==> src/rtl/wm_phase_timer.sv <==
// -----------------------------------------------------------------------------
// wm_phase_timer
//   Timing stage for the washing-machine controller. Tracks the controller state
//   bus and, for each timed phase (WASH, RINSE, SPIN, DRAIN), counts a
//   programmable number of prescaled ticks. When the count runs out it emits a
//   single-cycle cycle_complete pulse. An open door freezes the count, and the
//   remaining tick count is exposed for a front-panel display.
//
// Ports
//   clk             in   1      system clock, rising edge
//   rst             in   1      asynchronous reset, active-low
//   state           in   3      controller state bus (encoding table below)
//   door_closed     in   1      1 = door closed; 0 freezes timing
//   cycle_complete  out  1      one-cycle pulse: current timed phase expired
//   busy            out  1      timed phase in progress (paused or not)
//   remaining       out  CNT_W  ticks left in current phase, 0 when untimed
//   illegal_state   out  1      sticky: state 3'b111 was observed
//
// Controller states
//   state   | meaning
//   000     | IDLE    untimed
//   001     | FILL    untimed
//   010     | WASH    timed, WASH_T ticks
//   011     | RINSE   timed, RINSE_T ticks
//   100     | SPIN    timed, SPIN_T ticks
//   101     | DRAIN   timed, DRAIN_T ticks
//   110     | END     untimed
//   111     | illegal treated as untimed, sets illegal_state
// -----------------------------------------------------------------------------
module wm_phase_timer #(
  parameter int CNT_W    = 16,
  parameter int TICK_DIV = 4,
  parameter int WASH_T   = 5,
  parameter int RINSE_T  = 4,
  parameter int SPIN_T   = 3,
  parameter int DRAIN_T  = 2
) (
  input  logic             clk,
  input  logic             rst,
  input  logic [2:0]       state,
  input  logic             door_closed,
  output logic             cycle_complete,
  output logic             busy,
  output logic [CNT_W-1:0] remaining,
  output logic             illegal_state
);

  typedef enum logic [2:0] {
    ST_IDLE    = 3'b000,
    ST_FILL    = 3'b001,
    ST_WASH    = 3'b010,
    ST_RINSE   = 3'b011,
    ST_SPIN    = 3'b100,
    ST_DRAIN   = 3'b101,
    ST_END     = 3'b110,
    ST_ILLEGAL = 3'b111
  } ctrl_state_e;

  localparam int              PS_W    = (TICK_DIV > 1) ? $clog2(TICK_DIV) : 1;
  localparam logic [PS_W-1:0] PS_MAX  = PS_W'(TICK_DIV - 1);
  localparam logic [CNT_W-1:0] D_WASH  = CNT_W'(WASH_T);
  localparam logic [CNT_W-1:0] D_RINSE = CNT_W'(RINSE_T);
  localparam logic [CNT_W-1:0] D_SPIN  = CNT_W'(SPIN_T);
  localparam logic [CNT_W-1:0] D_DRAIN = CNT_W'(DRAIN_T);

  ctrl_state_e      r_state_q;
  logic [PS_W-1:0]  r_prescaler;
  logic [CNT_W-1:0] r_remaining;
  logic             r_done;
  logic             r_cc;
  logic             r_illegal;

  logic [PS_W-1:0]  w_prescaler_nxt;
  logic [CNT_W-1:0] w_remaining_nxt;
  logic             w_done_nxt;
  logic             w_cc_nxt;
  logic             w_illegal_nxt;
  logic             w_change;
  logic             w_timed_q;
  logic             w_armed;
  logic             w_run;
  logic             w_expire;

  function automatic logic f_timed(input ctrl_state_e s);
    return (s == ST_WASH) || (s == ST_RINSE) || (s == ST_SPIN) || (s == ST_DRAIN);
  endfunction

  function automatic logic [CNT_W-1:0] f_dur(input ctrl_state_e s);
    case (s)
      ST_WASH:  return D_WASH;
      ST_RINSE: return D_RINSE;
      ST_SPIN:  return D_SPIN;
      ST_DRAIN: return D_DRAIN;
      default:  return '0;
    endcase
  endfunction

  always_comb begin
    w_prescaler_nxt = r_prescaler;
    w_remaining_nxt = r_remaining;
    w_done_nxt      = r_done;
    w_cc_nxt        = 1'b0;
    w_illegal_nxt   = r_illegal | (state == 3'b111);

    w_change  = (state != r_state_q);
    w_timed_q = f_timed(r_state_q);
    w_armed   = w_timed_q && !r_done && door_closed;
    w_run     = w_armed && (r_remaining != '0);
    w_expire  = w_armed && (r_remaining == '0);

    // A new phase on the bus overrides any tick or expiry of the old phase.
    if (w_change) begin
      w_remaining_nxt = f_dur(ctrl_state_e'(state));
      w_prescaler_nxt = '0;
      w_done_nxt      = 1'b0;
    end else if (w_run) begin
      if (r_prescaler == PS_MAX) begin
        w_prescaler_nxt = '0;
        w_remaining_nxt = r_remaining - CNT_W'(1);
      end else begin
        w_prescaler_nxt = r_prescaler + PS_W'(1);
      end
    end else if (w_expire) begin
      w_cc_nxt   = 1'b1;
      w_done_nxt = 1'b1;
    end
  end

  always_ff @(posedge clk or negedge rst) begin
    if (!rst) begin
      r_state_q   <= ST_IDLE;
      r_prescaler <= '0;
      r_remaining <= '0;
      r_done      <= 1'b0;
      r_cc        <= 1'b0;
      r_illegal   <= 1'b0;
    end else begin
      r_state_q   <= ctrl_state_e'(state);
      r_prescaler <= w_prescaler_nxt;
      r_remaining <= w_remaining_nxt;
      r_done      <= w_done_nxt;
      r_cc        <= w_cc_nxt;
      r_illegal   <= w_illegal_nxt;
    end
  end

  assign cycle_complete = r_cc;
  assign busy           = w_timed_q && !r_done;
  assign remaining      = r_remaining;
  assign illegal_state  = r_illegal;

endmodule
==> config.mk <==
export PLATFORM = sky130hd
export DESIGN_NAME = wm_phase_timer
export DESIGN_NICKNAME = d
export VERILOG_FILES = /design/src/rtl/wm_phase_timer.sv
export SDC_FILE = /design/constraint.sdc
export NUM_CORES = 1
export LEC_CHECK = 0
export CAP_MARGIN = 0
export CORE_MARGIN = 2
export CORE_UTILIZATION = 40
export DETAILED_ROUTE_END_ITERATION = 10
export GPL_ROUTABILITY_DRIVEN = 0
export SETUP_SLACK_MARGIN = 0.3
export SLEW_MARGIN = 10
export SYNTH_ARGS = -nofsm -noshare
export SYNTH_HDL_FRONTEND = slang
export SYNTH_SLANG_ARGS = --single-unit
==> constraint.sdc <==
create_clock -name clk -period 3.3 [get_ports clk]
set_clock_uncertainty 0.15 [all_clocks]
set_input_delay 0.495 -clock clk [delete_from_list [all_inputs] [get_ports clk]]
set_output_delay 0.495 -clock clk [all_outputs]
set_load 0.01 [all_outputs]
==> flow_metrics.tcl <==
set metrics [dict create \
    path_buf_inv 1 \
    antennaDiodeCount 0 \
    synth_fa_ha_area_frac 0.0451 \
    finalSetupViolCount 0 \
    criticalPathCategory "reg -> out" \
    crit_chain "xor2_2 -> nor2b_1 -> clkdlybuf4s50_1" \
    relSlewSlack 0.632 \
    grt_max_degree 25 \
    grt_pass1_wl_um 5660 \
    ys_ff_latch 24 \
    antenna_found_initial 0 \
    muxShareOfSynthArea 0.0144 \
    p_sw_mw 0.175 \
    post-place-ws_ns 0.904 \
    yosys_warnings 0 \
    synth_top_family_by_area "simple AND/OR/NAND/NOR gates" \
    core-area_um2 3340 \
    hold_buffers 0 \
    period_needed_ns 2.54 \
    worst-path-max-fanout 9 \
    track_usage 0.176 \
    die-height_um 62.9 \
    dp_hpwl_um 2240 \
    cts_tree "built" \
    yosys.area_share.simple 0.289 \
    initial_utilization 0.416 \
    grt_pass1_vias 1222 \
    required_ns 2.65 \
    setup.worst_path.start_class "flop" \
    synth-xor-area-share 0.0370 \
    worst_hold_startpoint "illegal_state" \
    cts-root-buf "clkbuf_4" \
    cts_sinks 24 \
    max_freq_ghz 0.393 \
    fin_area_um2 1730 \
    crit_start "r_state_q[1]" \
    overflow 0 \
    path_depth 3 \
    p_total_mw 0.588 \
    insertion_delay_ns 0.33 \
    ant_nets 0 \
    num_rows 21 \
    seq_power_share 0.527 \
    cp_slowest_cell "clkdlybuf4s50_1" \
    finalHoldViolCount 0 \
    syn_area_um2 1390 \
    drtPass1Iterations 4 \
    syn2layout_area_growth_pct 24.4 \
    setup_tns_ns 0 \
    cts_setup_buffers 0 \
    rsz0062_at_grt "no" \
    vias 1186 \
    outcome "completed" \
    p_int_mw 0.413 \
    pwr-share-clk 0.277 \
    hold_path_class "reg -> reg" \
    reg2reg_depth 7 \
    wl_per_cell_um 14.8 \
    synth-main-ff-cell "dfrtp_1" \
    io_pins 25 \
    die_area_um2 3960 \
    hold-path-cell-count 1 \
    cts_made_buffers 3 \
    synthTopCellsByCount "dfrtp_1, a21oi_1, nand2_1" \
    port_buffers 24 \
    combPwrFrac 0.196 \
    critical_path.top_delay_family "buffers and inverters" \
    drive_gt1_frac 0.0774 \
    cp.arrival_ns 1.90 \
    switching_share 0.298 \
    synth_cell_types 41 \
    syn_inst 141 \
    drv_cap 0 \
    first_iter_violations 64 \
    wl_um 3170 \
    yosysMostFrequentCell "dfrtp_1" \
    leakagePower_nw 0.684 \
    drc_errors 0 \
    postPlaceCellArea_um2 1690 \
    slew_viol_final 0 \
    clkTransAtPathRegs_ns 0.13 \
    end_kind "output pin" \
    synthArstFlopShare 1.00 \
    setup_slack_ns 0.758 \
    cts_resized 0 \
    rr_startpoint "remaining[0]" \
    synth_compound_area_frac 0.150 \
    p_per_area_nw_per_um2 341 \
    nets 180 \
    synth-edff-count 0 \
    period_share 0.770 \
    synth_top_area_cell "dfrtp_1" \
    synth_nets 152 \
    synth_top_area_share 0.433 \
    ir_drop_v 0.000267 \
    syn_avg_cell_area_um2 9.84 \
    utilization 0.517 \
    critPathMaxStageDelay_ns 0.54 \
    viasPerCell 5.54 \
    yosys-top-cells-area "dfrtp_1, ha_1, a21oi_1" \
    clock_path_buffers 2 \
    tightest_slew_ns 0.552 \
    yosysSeqAreaShare 0.433 \
    die_x_um 62.9 \
    htree_levels 1 \
]
-- kinds of logic after synthesis --
| logic type | after synthesis |
|---|---|
| simple gates | 62 |
| fa+ha+maj | 5 |
| mux | 2 |
| flops | 24 |
| compound gates | 33 |
| buf+inv | 10 |
| xor+xnor | 5 |
-- state kept, by name (all words and copies together) (netlist names) --
signal,count
remaining,16
r_state_q,3
illegal_state,1
cycle_complete,1
r_prescaler,2
r_done,1
-- layout by cell type (no fill, tap or decap), types with 3 or more instances in the layout --
master           count
o21ai_1              4
a21oi_1             11
nor2_1               7
ha_1                 5
a31oi_1              3
nand4_1              4
or4_1                6
dfrtp_1             24
nand2_1              9
clkdlybuf4s50_1     24
inv_1                5
o31ai_1              7
clkbuf_4             3
or3_1                7
xor2_1               3
buf_4                4
nor4_1               5
nand2b_1             5
nor3_1               3
-- power groups by stage --
stage | clock network [mW] | logic, mW | registers, mW
floorplan | 0 | 0.0677 | 0.316
global placement | 0 | 0.112 | 0.316
detailed placement | 0 | 0.115 | 0.316
CTS | 0.169 | 0.115 | 0.310
global route | 0.178 | 0.130 | 0.312
finish | 0.163 | 0.116 | 0.310
-- routing by layer --
| metal | vias to the layer above | GRT usage | part of all wire |
|---|---|---|---|
| li1 | 596 | - | - |
| met1 | 567 | 0.242 | 0.49 |
| met2 | 21 | 0.287 | 0.47 |
| met3 | 2 | 0.0414 | 0.033 |
| met4 | 0 | 0.0278 | 0.0041 |
| met5 | - | 0 | 0 |
-- metrics by stage --
step | cells | hold WS, ns
after floorplan | 141 | 0.0494
after global placement | 210 | 0.317
after detailed placement | 210 | 0.318
after CTS | 214 | 0.351
after global routing | 214 | 0.365
final | 214 | 0.342
-- path summary, 6_finish.rpt --
check	slack, ns	to
setup / recovery	0.76	busy
hold reg to reg	0.34	illegal_state
setup reg to reg	0.96	remaining[4]
min in group asynchronous	0.35	remaining[10]
hold / removal	0.34	illegal_state
max in group asynchronous	2.39	illegal_state
-- worst register-to-register path: cells and delay by family (launching register included) --
kind                     cells  cell delay (ns)
adder cells (fa/ha/maj)      1             0.23
buffers and inverters        2             0.25
AO/OA/AOI/OAI                1             0.15
AND/OR/NAND/NOR              3             1.08
flip-flops                   1             0.42
-- cell type report --
| type | count | area, um^2 |
|---|---|---|
| inverter | 5 | 18.8 |
| tap | 46 | 57.6 |
| timing repair buffer | 28 | 270 |
| clock buffer | 4 | 36.3 |
| sequential | 24 | 601 |
| multi-input combinational | 107 | 743 |
| fill | 344 | 1610 |
Note: power is estimated with default switching activity, not from simulation.
